$ cat src/rtl/two_pulses_gen.sv
// Frame generator: an opening x pulse, N y pulses, then a closing x pulse,
// with G idle cycles between adjacent pulses; supports abort and reject strobes.
module two_pulses_gen #(
    parameter int unsigned CNT_W = 4,
    parameter int unsigned GAP_W = 4
) (
    input  logic             clk,
    input  logic             reset,
    input  logic             start_i,
    input  logic [CNT_W-1:0] ycnt_i,
    input  logic [GAP_W-1:0] gap_i,
    input  logic             abort_i,
    output logic             x_o,
    output logic             y_o,
    output logic             busy_o,
    output logic             done_o,
    output logic             err_o
);

    typedef enum logic [2:0] {
        IDLE,
        X_OPEN,
        GAP,
        Y_PULSE,
        X_CLOSE,
        DONE
    } state_t;

    state_t           state;
    logic [GAP_W-1:0] gap_q;
    logic [GAP_W-1:0] gap_cnt;
    logic [CNT_W-1:0] y_left;
    logic             more_y;

    assign more_y = (y_left != '0);

    // Frame sequencer; every output is set together with the state it belongs to.
    always_ff @(posedge clk or posedge reset) begin
        if (reset) begin
            state   <= IDLE;
            gap_q   <= '0;
            gap_cnt <= '0;
            y_left  <= '0;
            x_o     <= 1'b0;
            y_o     <= 1'b0;
            busy_o  <= 1'b0;
            done_o  <= 1'b0;
            err_o   <= 1'b0;
        end else begin
            x_o    <= 1'b0;
            y_o    <= 1'b0;
            done_o <= 1'b0;
            err_o  <= start_i && busy_o;
            if (abort_i && (state != IDLE)) begin
                state  <= IDLE;
                busy_o <= 1'b0;
            end else begin
                case (state)
                    IDLE: begin
                        if (start_i && !abort_i) begin
                            gap_q  <= gap_i;
                            y_left <= ycnt_i;
                            state  <= X_OPEN;
                            x_o    <= 1'b1;
                            busy_o <= 1'b1;
                        end
                    end
                    X_OPEN, Y_PULSE: begin
                        if (gap_q != '0) begin
                            state   <= GAP;
                            gap_cnt <= gap_q - GAP_W'(1);
                        end else if (more_y) begin
                            state  <= Y_PULSE;
                            y_o    <= 1'b1;
                            y_left <= y_left - CNT_W'(1);
                        end else begin
                            state <= X_CLOSE;
                            x_o   <= 1'b1;
                        end
                    end
                    GAP: begin
                        if (gap_cnt != '0) begin
                            gap_cnt <= gap_cnt - GAP_W'(1);
                        end else if (more_y) begin
                            state  <= Y_PULSE;
                            y_o    <= 1'b1;
                            y_left <= y_left - CNT_W'(1);
                        end else begin
                            state <= X_CLOSE;
                            x_o   <= 1'b1;
                        end
                    end
                    X_CLOSE: begin
                        state  <= DONE;
                        done_o <= 1'b1;
                    end
                    DONE: begin
                        state  <= IDLE;
                        busy_o <= 1'b0;
                    end
                    default: begin
                        state  <= IDLE;
                        busy_o <= 1'b0;
                    end
                endcase
            end
        end
    end

endmodule

$ cat config.mk
export PLATFORM = sky130hd
export DESIGN_NAME = two_pulses_gen
export DESIGN_NICKNAME = d
export VERILOG_FILES = /design/src/rtl/two_pulses_gen.sv
export SDC_FILE = /design/constraint.sdc
export NUM_CORES = 1
export LEC_CHECK = 0
export BUFFER_PORTS_ARGS = -buffer_cell sky130_fd_sc_hd__clkbuf_2
export CAP_MARGIN = 5
export CORE_MARGIN = 1.5
export CORE_UTILIZATION = 55
export CTS_CLUSTER_DIAMETER = 120
export DETAILED_ROUTE_END_ITERATION = 7
export MAX_ROUTING_LAYER = met4
export PLACE_DENSITY_LB_ADDON = 0.12
export SYNTH_ARGS = -nofsm -noshare
export SYNTH_HDL_FRONTEND = slang
export SYNTH_SLANG_ARGS = --single-unit
$ cat constraint.sdc
create_clock -name clk -period 2.8 [get_ports clk]
set_input_delay 0.28 -clock clk [delete_from_list [all_inputs] [get_ports clk]]
set_output_delay 0.28 -clock clk [all_outputs]
set_load 0.01 [all_outputs]
Yosys cells after proc, flatten, opt, wreduce, memory -nomap -nowiden
Index checks and enable logic that the tools add are counted.
{"block": "word_totals", "regBits": 20, "in_bits": 12, "output_inout_bits": 5, "elab_cells": 73}
{"block": "op_classes", "n_addsub": 3, "n_eq_ne": 12, "muxes": 30, "n_bitwise": 1, "n_reduce_logical": 18}
{"op": "2-to-1 mux 4 bit", "count": 6}
{"op": "2-to-1 mux 3 bit", "count": 5}
{"op": "2-to-1 mux 1 bit", "count": 13}
{"op": "case mux 3 bit (4 select lines)", "count": 1}
{"op": "case mux 4 bit (3 select lines)", "count": 1}
{"op": "nonzero test 4 bit", "count": 3}
{"op": "subtractor 4 x 1 -> 4 bit, second input constant", "count": 3}
{"op": "inequality test 2 bit, second input constant", "count": 5}
{"op": "case mux 4 bit (2 select lines)", "count": 1}
{"op": "== test 3 x 2 -> 1 bit, second input constant", "count": 2}
{"op": "inequality test 3 bit, second input constant", "count": 2}
{"op": "nonzero test 3 bit", "count": 2}
{"op": "AND reduction 5 bit", "count": 1}
{"op": "case mux 1 bit (2 select lines)", "count": 2}
{"op": "AND reduction 2 bit", "count": 2}
{"op": "AND reduction 4 bit", "count": 1}
{"op": "OR reduction 4 bit", "count": 1}
{"op": "== test 3 x 1 -> 1 bit, second input constant", "count": 1}
{"op": "== test 3 bit, second input constant", "count": 1}
{"op": "logical AND 1 bit", "count": 3}
{"op": "logical NOT 3 bit", "count": 1}
{"op": "case mux 1 bit (3 select lines)", "count": 1}
{"op": "AND reduction 3 bit", "count": 1}
{"op": "inequality test 2 x 1 -> 1 bit, second input constant", "count": 1}
{"op": "other kinds (4)", "count": 4}

Longest topological paths before layout
Gate-level depths: netlist (run 1).
{"block": "depth", "word_depth": 5, "mapped_depth": 7, "ltp_nobuf": 6}

Worst setup path before layout (run 1)
OpenSTA, ideal clock, no wires.
{"block": "synth_timing", "path_kind": "register to register", "startpoint": "register y_left[0]", "endpoint": "register y_left[1]", "setup_ns": 0.125, "t_arrival_ns": 1.858, "required_ns": 2.675, "setup_slack_ns": 0.816, "stages_incl_launch_ff": 8, "n_path_buf": 1, "period_less_slack_ns": 1.984, "path_cell_list": "dfrtp_1 inv_1 ha_1 or3b_2 clkbuf_1 a31oi_2 or3_4 mux2_4"}
{"block": "synth_via", "elab_chain_len": 4, "elab_cells_between_ends": 6, "classes_between": "add/sub: 1; mux: 4; reduce/logical: 1"}
{"element": "start: declaration", "line": "32", "rtl": "logic [CNT_W-1:0] y_left;"}
{"element": "start signal: assignment", "line": "62", "rtl": "y_left <= ycnt_i;"}
{"element": "start signal: assignment", "line": "75", "rtl": "y_left <= y_left - CNT_W'(1);"}
{"element": "start signal: assignment", "line": "87", "rtl": "y_left <= y_left - CNT_W'(1);"}
{"element": "subtractor 4 x 1 -> 4 bit or nonzero test 4 bit (tied branches)", "line": "75, 87, 35"}
{"element": "2-to-1 mux 4 bit (*)", "line": "72, 84"}
{"element": "2-to-1 mux 4 bit, on equally long branches", "line": "82, 69"}
{"element": "case mux 4 bit (3 select lines) (*)", "line": "58", "rtl": "case (state)"}
Every way passes the cells marked *; elsewhere a longest branch is shown, timed or not. The select of a mux whose other input is x is not followed.
A chain may end at the register's enable or synchronous reset.

Final worst setup path (run 1)
Same ends and word-level chain as after synthesis.

==> results of run 1 <==
critical path: cells and delay by family, from the launching register on:
| family | cells | cell delay [ps] |
|---|---|---|
| and+or+nand+nor | 2 | 740 |
| muxes | 1 | 300 |
| buffers and inverters | 1 | 90 |
| DFF | 1 | 390 |
| adders and majority gates | 1 | 190 |
| AOI/OAI and AO/OA | 1 | 300 |
worst max-delay path by stage:
stage              start         end  slack [ps]  depth (start not counted)
2_1_floorplan  y_left[0]   y_left[1]         820                          7
3_3_place_gp   y_left[0]   y_left[1]         770                          6
3_5_place_dp   y_left[0]   y_left[1]         730                          6
4_1_cts        y_left[0]   y_left[1]         720                          6
5_1_grt         state[2]  gap_cnt[2]         550                          6
6_report       y_left[0]   y_left[1]         700                          6
cell usage in the layout, fill, tap and decap left out, types with 3 or more instances in the layout:
| cell type | n |
|---|---|
| nor2_1 | 8 |
| nand2_1 | 5 |
| inv_1 | 6 |
| nor3_1 | 3 |
| dfrtp_1 | 20 |
| clkbuf_4 | 3 |
| o21ai_0 | 10 |
| o22ai_1 | 4 |
| a21oi_1 | 7 |
| nand2b_1 | 3 |
| clkbuf_2 | 16 |
| mux2_2 | 5 |
per-stage QoR:
step                area, um^2  hold slack (ps)
CTS                       1271            95.43
global route              1271            144.4
detailed placement        1249            423.3
floorplan                 1159            243.8
global placement          1249            429.0
finish                    1271            66.34
cells in the mapped netlist (all sizes together), types with 3 or more instances:
| cell | instances | area (um^2) |
|---|---|---|
| dfrtp | 20 | 500.5 |
| nand2b | 3 | 18.77 |
| nor3b | 3 | 27.52 |
| or3 | 3 | 23.77 |
| inv | 6 | 22.52 |
| o22ai | 4 | 25.02 |
| nor2 | 8 | 30.03 |
| a31oi | 3 | 25.02 |
| mux2 | 6 | 71.31 |
| o21ai | 10 | 50.05 |
| nand2 | 5 | 18.77 |
| clkbuf | 5 | 18.77 |
| nor3 | 3 | 15.01 |
| a21oi | 7 | 35.03 |
cell families (layout without fill, tap and decap cells):
group,count (synthesis),count (layout),share of synthesized area [%]
AOI/OAI and AO/OA,38,38,23.11
xor gates and xnor gates,1,1,0.7561
adders and majority gates,2,2,2.159
buffers and inverters,12,25,3.995
DFF,20,20,43.20
muxes,8,8,7.883
and+or+nand+nor,37,37,18.90
power breakdown:
group / switching [W] / internal [W]
combinational: 0.000309 / 0.000278
clock: 0.0000860 / 0.0000503
sequential: 0.000150 / 0.000401
total: 0.000544 / 0.000730
layout make-up:
class,count,area (um^2),area share (%)
clock buffers,3,22.52,1.772
inverters,6,22.52,1.772
multi-input cells,86,611.8,48.13
flip-flops and latches,20,500.5,39.37
well taps,27,33.78,2.657
repair buffers,16,80.08,6.299
per-layer routing:
metal  part of all wire (%)  wire length (um)  GRT usage [%]  vias to the layer above
li1                       -                 -              -                      467
met1                     44              1044          28.88                      472
met2                     47              1101          35.84                       45
met3                    6.6               155          4.601                        6
met4                    2.3                53          11.90                        0
met5                      0                 0              -                        -
state kept, by name, summed over array words and instances, names as in the netlist:
register,flops
gap_cnt,4
gap_q,4
y_left,4
state,3
busy_o,1
done_o,1
err_o,1
x_o,1
y_o,1
==> flow_metrics.env, run 1 <==
export IMPL_status="complete, no violations"
export IMPL_power_w=0.001274
export IMPL_criticalPathCategory="reg2reg"
export IMPL_nFillCells=157
export IMPL_cap_violations=0
export IMPL_synth_nets=132
export IMPL_grt_usage_pct=23.17
export IMPL_grt_max_degree=21
export IMPL_cp_max_fo=6
export IMPL_io_buffers=16
export IMPL_setup_viol=0
export IMPL_fin_tns_setup_ps=0
export IMPL_fmax_ghz=0.4751
export IMPL_maxSlewHeadroom_pct=50.58
export IMPL_clk_latency_ps=300
export IMPL_drive_gt1_share_pct=24.43
export IMPL_ctsResizeCount=0
export IMPL_syn_inst=118
export IMPL_fin_cells=158
export IMPL_dpl_hpwl_mm=1.709
export IMPL_ios=17
export IMPL_cp_end_kind="flip-flop"
export IMPL_vias_per_cell=6.266
export IMPL_tightest_slew_ps=740.4
export IMPL_cts_buffers=3
export IMPL_start_util_pct=58.46
export IMPL_crit_arrival_ps=2310
export IMPL_r2r_start="y_left[0]"
export IMPL_post_cts_buffers=0
export IMPL_powerDensity_mw_per_mm2=1002
export IMPL_slew_viol_final=0
export IMPL_post_route_drc_count=0
export IMPL_core_mm2=0.001982
export IMPL_pre_cts_slack_ps=734.2
export IMPL_avgSynthCellArea_um2=9.819
export IMPL_hold_buffers=0
export IMPL_wl_per_cell_um=14.91
export IMPL_cts_tree="done"
export IMPL_final_nets=147
export IMPL_ys_warn_count=0
export IMPL_reg2reg_slack_ps=700
export IMPL_syn_area_mm2=0.001159
export IMPL_drt_total_wl_mm=2.355
export IMPL_areaGrowthSynthToFinish_pct=9.719
export IMPL_clock_sinks=20
export IMPL_cpMaxStageDelayCell="or3b_2"
export IMPL_skew_ps=4.394
export IMPL_fp_dieW_um=48.90
export IMPL_dieArea_mm2=0.002391
export IMPL_worstRegToRegCells=6
export IMPL_min_path_type="in2async"
export IMPL_vias=990
export IMPL_final_hold_violation_count=0
export IMPL_ys_types=43
export IMPL_first_global_vias=924
export IMPL_dr_pass1_iters=5
export IMPL_synth_ff_type="dfrtp_1"
export IMPL_detail_route_iter0_violations=46
export IMPL_place_congestion=0.8380
export IMPL_dp_cells=155
export IMPL_synth_edf_count=0
export IMPL_cts_clk_slew_worst_paths_ps=110
export IMPL_grt_first_pass_wirelength_mm=4.146
export IMPL_grt_overflow=0
export IMPL_synth_seq_cells=20
export IMPL_floorplan_rows=16
export IMPL_finish_utilization_pct=64.14
export IMPL_reg2reg_to="y_left[1]"
export IMPL_rsz0062_at_grt="false"
export IMPL_ys_seq_area_share_pct=43.20
export IMPL_setup_ws_ps=695.0
export IMPL_critPathRequiredTime_ps=3000
export IMPL_antenna_found_initial=0
export IMPL_async_reset_ff_share_pct=100.0
export IMPL_crit_chain="inv_1, ha_1, or3b_2, a31oi_2, or3_4, mux2_4"
export IMPL_ir_drop_mv=0.5901
export IMPL_die_h_um=48.90
export IMPL_root_buffer="clkbuf_4"
export IMPL_min_period_ps=2105
export IMPL_num_antenna_cells=0
export IMPL_slowest_delay_ps=540
export IMPL_cp_start_kind="flip-flop"
export IMPL_post_route_period_util_pct=75.18
export IMPL_htreeDepth=1
export IMPL_antenna_violating_nets_post_route=0
export IMPL_cts_max_path_buffers=2
export IMPL_leakage_nw=0.5516
Note: power is estimated with default switching activity, not from simulation.
==> inputs of run 2 (changes only) <==
clock period = 2.2 ns   (was 2.8 ns; I/O delays follow)
==> run 2 against run 1 <==
Effect of this change:
- critical path depth unchanged
- sequential power is 27% higher
- routed wire length grew 2.3%
- non-clock buffer count up 4
- largest power group unchanged
==> flow_metrics.env, run 2 (synthesized netlist as in run 1, its figures left out) <==
export IMPL_crit_chain="inv_1, ha_1, or3b_2, a31oi_2, or3_4, mux2_4"
export IMPL_cts_buffers=3
export IMPL_cpMaxStageDelayCell="or3b_2"
export IMPL_cts_tree="done"
export IMPL_detail_route_iter0_violations=21
export IMPL_cts_max_path_buffers=2
export IMPL_hold_buffers=0
export IMPL_final_cell_mix="dfrtp_1, clkbuf_2, o21ai_0, nor2_1, a21oi_1"
export IMPL_dieArea_mm2=0.002391
export IMPL_cp_max_fo=6
export IMPL_wl_per_cell_um=14.79
export IMPL_pre_cts_slack_ps=153.0
export IMPL_cap_violations=0
export IMPL_min_path_type="in2async"
export IMPL_crit_arrival_ps=2290
export IMPL_maxSlewHeadroom_pct=49.80
export IMPL_criticalPathCategory="reg2reg"
export IMPL_htreeDepth=1
export IMPL_start_util_pct=58.46
export IMPL_antenna_violating_nets_post_route=0
export IMPL_clock_sinks=20
export IMPL_post_route_period_util_pct=94.57
export IMPL_ctsResizeCount=0
export IMPL_vias=982
export IMPL_cp_start_kind="flip-flop"
export IMPL_dp_cells=159
export IMPL_fp_dieW_um=48.90
export IMPL_fmax_ghz=0.4807
export IMPL_grt_max_degree=21
export IMPL_dr_pass1_iters=4
export IMPL_die_h_um=48.90
export IMPL_cp_end_kind="flip-flop"
export IMPL_grt_usage_pct=23.15
export IMPL_first_global_vias=883
export IMPL_place_congestion=0.8608
export IMPL_core_mm2=0.001982
export IMPL_layout_commonest_cell="dfrtp_1"
export IMPL_top_regs="gap_cnt: 4 flops, gap_q: 4 flops, y_left: 4 flops"
export IMPL_status="complete, no violations"
export IMPL_num_antenna_cells=0
export IMPL_setup_viol=0
export IMPL_areaGrowthSynthToFinish_pct=13.50
export IMPL_setup_ws_ps=119.5
export IMPL_dpl_hpwl_mm=1.771
export IMPL_tightest_slew_ps=752.2
export IMPL_grt_overflow=0
export IMPL_floorplan_rows=16
export IMPL_critPathRequiredTime_ps=2410
export IMPL_powerDensity_mw_per_mm2=1280
export IMPL_fin_cells=163
export IMPL_grt_first_pass_wirelength_mm=4.133
export IMPL_post_cts_buffers=0
export IMPL_hold_slack_ps=1.242
export IMPL_vias_per_cell=6.025
export IMPL_rsz0062_at_grt="false"
export IMPL_slew_viol_final=0
export IMPL_final_hold_violation_count=0
export IMPL_drive_gt1_share_pct=27.21
export IMPL_final_nets=151
export IMPL_finish_utilization_pct=66.35
export IMPL_ios=17
export IMPL_root_buffer="clkbuf_4"
export IMPL_leakage_nw=0.5790
export IMPL_antenna_found_initial=0
export IMPL_clk_latency_ps=310
export IMPL_skew_ps=8.814
export IMPL_drt_total_wl_mm=2.410
export IMPL_slowest_delay_ps=530
export IMPL_io_buffers=16
export IMPL_cts_clk_slew_worst_paths_ps=120
export IMPL_fin_tns_setup_ps=0
export IMPL_ir_drop_mv=0.8069
export IMPL_post_route_drc_count=0
export IMPL_min_period_ps=2080
run 2: cell count changes in the layout (fill, tap and decap cells not counted), sizes merged:
cell / previous run / this run
buf: 0 / 4
clkbuf: 19 / 20
run 2: metal layers:
metal / track usage, % / vias to the layer above / wire length (um)
met3: 2.761 / 5 / 109
li1: - / 481 / -
met5: - / - / 0
met4: 8.571 / 0 / 38
met1: 30.66 / 464 / 1128
met2: 36.76 / 32 / 1133
run 2: power breakdown:
part / leakage, nW / total, W / switching [W] / internal (W)
clock: 0.0210 / 0.000216 / 0.000115 / 0.000101
sequential: 0.248 / 0.000702 / 0.000191 / 0.000511
combinational: 0.310 / 0.000766 / 0.000394 / 0.000372
run 2: area by class of cell:
class / instances / area [um^2]
inverters: 6 / 22.52
flip-flops and latches: 20 / 500.5
multi-input cells: 86 / 611.8
repair buffers: 20 / 110.1
well taps: 27 / 33.78
clock buffers: 4 / 36.28
fillers: 165 / 666.9
run 2: per-stage QoR:
stage          cell area [um^2]  total power (W)
2_1_floorplan              1159         0.001259
6_report                   1315         0.001683
3_3_place_gp               1279         0.001431
5_1_grt                    1315         0.001827
3_5_place_dp               1279         0.001465
4_1_cts                    1315         0.001686
run 2: path summary, 6_finish.rpt:
path / startpoint / end / slack, ps / cells past startpoint
min in group clk: gap_i[3] / gap_q[3] / 140 / 2
hold reg to reg: busy_o / err_o / 540 / 1
setup reg to reg: y_left[0] / y_left[1] / 120 / 6
hold / removal: reset / state[2] / 1 / 2
max in group asynchronous: reset / gap_q[0] / 1720 / 2
setup / recovery: y_left[0] / y_left[1] / 120 / 6
run 2: critical path, delay by kind of cell (launching register included):
kind	cells	cell delay, ps
AND/OR/NAND/NOR	2	730
flip-flops	1	400
AO/OA/AOI/OAI	1	290
multiplexers	1	290
adder cells (fa/ha/maj)	1	180
buffers and inverters	1	90
==> inputs of run 3 (changes only) <==
CORE_MARGIN = 10   (was 1.5)
GPL_ROUTABILITY_DRIVEN = 0   (was default)
RECOVER_POWER = 50   (was default)
==> run 3 against run 2 <==
Effect of this change:
- combinational power decreased by 0.8%
- core utilization is 0.38 points lower
- worst setup slack improved by 31 ps
- critical endpoint unchanged
- critical path type unchanged
- critical path depth stayed put
- sequential share of layout area is 0.22 points higher
==> flow_metrics.env, run 3 (synthesized netlist as in run 1, its figures left out) <==
export IMPL_status="complete, no violations"
export IMPL_core_mm2=0.001982
export IMPL_r2r_start="y_left[0]"
export IMPL_wl_per_cell_um=14.82
export IMPL_top_regs="gap_cnt: 4 flops, gap_q: 4 flops, y_left: 4 flops"
export IMPL_final_cell_mix="dfrtp_1, clkbuf_2, o21ai_0, nor2_1, a21oi_1"
export IMPL_grt_overflow=0
export IMPL_critPathRequiredTime_ps=2390
export IMPL_maxSlewHeadroom_pct=51.96
export IMPL_cts_buffers=3
export IMPL_detail_route_iter0_violations=20
export IMPL_layout_commonest_cell="dfrtp_1"
export IMPL_ios=17
export IMPL_cp_start_kind="flip-flop"
export IMPL_num_antenna_cells=0
export IMPL_fmax_ghz=0.4880
export IMPL_dp_cells=160
export IMPL_reg2reg_to="y_left[1]"
export IMPL_criticalPathCategory="reg2reg"
export IMPL_final_nets=152
export IMPL_antenna_found_initial=0
export IMPL_cts_max_path_buffers=2
export IMPL_worstRegToRegCells=6
export IMPL_htreeDepth=1
export IMPL_cpMaxStageDelayCell="or3b_2"
export IMPL_drt_total_wl_mm=2.415
export IMPL_crit_chain="inv_1, ha_1, or3b_2, a31oi_2, or3_4, mux2_4"
export IMPL_antenna_violating_nets_post_route=0
export IMPL_cp_max_fo=6
export IMPL_cts_clk_slew_worst_paths_ps=110
export IMPL_post_route_drc_count=0
export IMPL_crit_arrival_ps=2240
export IMPL_hold_buffers=0
export IMPL_reg2reg_slack_ps=150
export IMPL_grt_first_pass_wirelength_mm=4.416
export IMPL_vias=967
export IMPL_tightest_slew_ps=719.9
export IMPL_min_path_type="in2async"
export IMPL_die_h_um=65.90
export IMPL_areaGrowthSynthToFinish_pct=12.85
export IMPL_grt_max_degree=21
export IMPL_post_route_period_util_pct=93.14
export IMPL_dieArea_mm2=0.004342
export IMPL_setup_viol=0
export IMPL_vias_per_cell=5.933
export IMPL_cts_tree="done"
export IMPL_slew_viol_final=0
export IMPL_powerDensity_mw_per_mm2=1244
export IMPL_io_buffers=16
export IMPL_clk_latency_ps=290
export IMPL_first_global_vias=999
export IMPL_ctsResizeCount=0
export IMPL_skew_ps=5.921
export IMPL_fin_cells=163
export IMPL_rsz0062_at_grt="false"
export IMPL_final_hold_violation_count=0
export IMPL_ir_drop_mv=0.7736
export IMPL_fp_dieW_um=65.90
export IMPL_grt_usage_pct=12.91
export IMPL_slowest_delay_ps=520
export IMPL_dpl_hpwl_mm=1.893
export IMPL_leakage_nw=0.5730
export IMPL_min_period_ps=2049
export IMPL_drive_gt1_share_pct=26.47
export IMPL_clock_sinks=20
export IMPL_fin_tns_setup_ps=0
export IMPL_cap_violations=0
export IMPL_floorplan_rows=16
export IMPL_post_cts_buffers=0
export IMPL_dr_pass1_iters=4
export IMPL_cp_end_kind="flip-flop"
export IMPL_root_buffer="clkbuf_4"
export IMPL_start_util_pct=58.46
run 3: routing by layer:
| layer | share of wire, % | wire length, um | vias to the layer above | global-route usage [%] |
|---|---|---|---|---|
| met2 | 45 | 1086 | 27 | 20.53 |
| met4 | 1.1 | 26 | 0 | 4.813 |
| li1 | - | - | 474 | - |
| met5 | 0 | 0 | - | - |
| met1 | 49 | 1179 | 462 | 15.33 |
| met3 | 5.1 | 122 | 4 | 3.220 |
run 3: final cells by class:
| cell class | count | area (um^2) |
|---|---|---|
| fillers | 156 | 674.4 |
| multi-input cells | 86 | 611.8 |
| flip-flops and latches | 20 | 500.5 |
| repair buffers | 21 | 116.4 |
| well taps | 27 | 33.78 |
| clock buffers | 3 | 22.52 |
| inverters | 6 | 22.52 |
run 3: per-stage QoR:
step	hold slack [ps]	power, W	utilization [%]	worst slack, ps	area (um^2)
final	5.984	0.001626	65.97	150.9	1308
after global routing	66.64	0.001790	65.97	10.74	1308
after CTS	38.87	0.001632	66.04	162.5	1309
after detailed placement	364.0	0.001465	64.90	177.8	1286
after global placement	357.3	0.001437	64.90	226.1	1286
after floorplan	183.8	0.001259	-	216.5	1159
run 3: report_power, final:
group	internal, W	switching, W	leakage, nW	total, W
Clock	0.0000637	0.000104	0.0138	0.000168
Combinational	0.000378	0.000382	0.311	0.000760
Sequential	0.000511	0.000187	0.248	0.000698
run 3: worst max-delay path by stage:
stage	depth (start not counted)	slack (ps)	endpoint	start
6_report	6	150	y_left[1]	y_left[0]
5_1_grt	6	10	y_left[1]	y_left[0]
4_1_cts	6	160	y_left[1]	y_left[0]
3_5_place_dp	6	180	y_left[1]	y_left[0]
3_3_place_gp	6	230	y_left[1]	y_left[0]
2_1_floorplan	7	220	y_left[1]	y_left[0]
run 3: critical path: cells and delay by family (launching register included):
| kind | cells | cell delay [ps] |
|---|---|---|
| adders and majority gates | 1 | 180 |
| muxes | 1 | 290 |
| buffers and inverters | 1 | 90 |
| DFF | 1 | 390 |
| and+or+nand+nor | 2 | 720 |
| AOI/OAI and AO/OA | 1 | 280 |
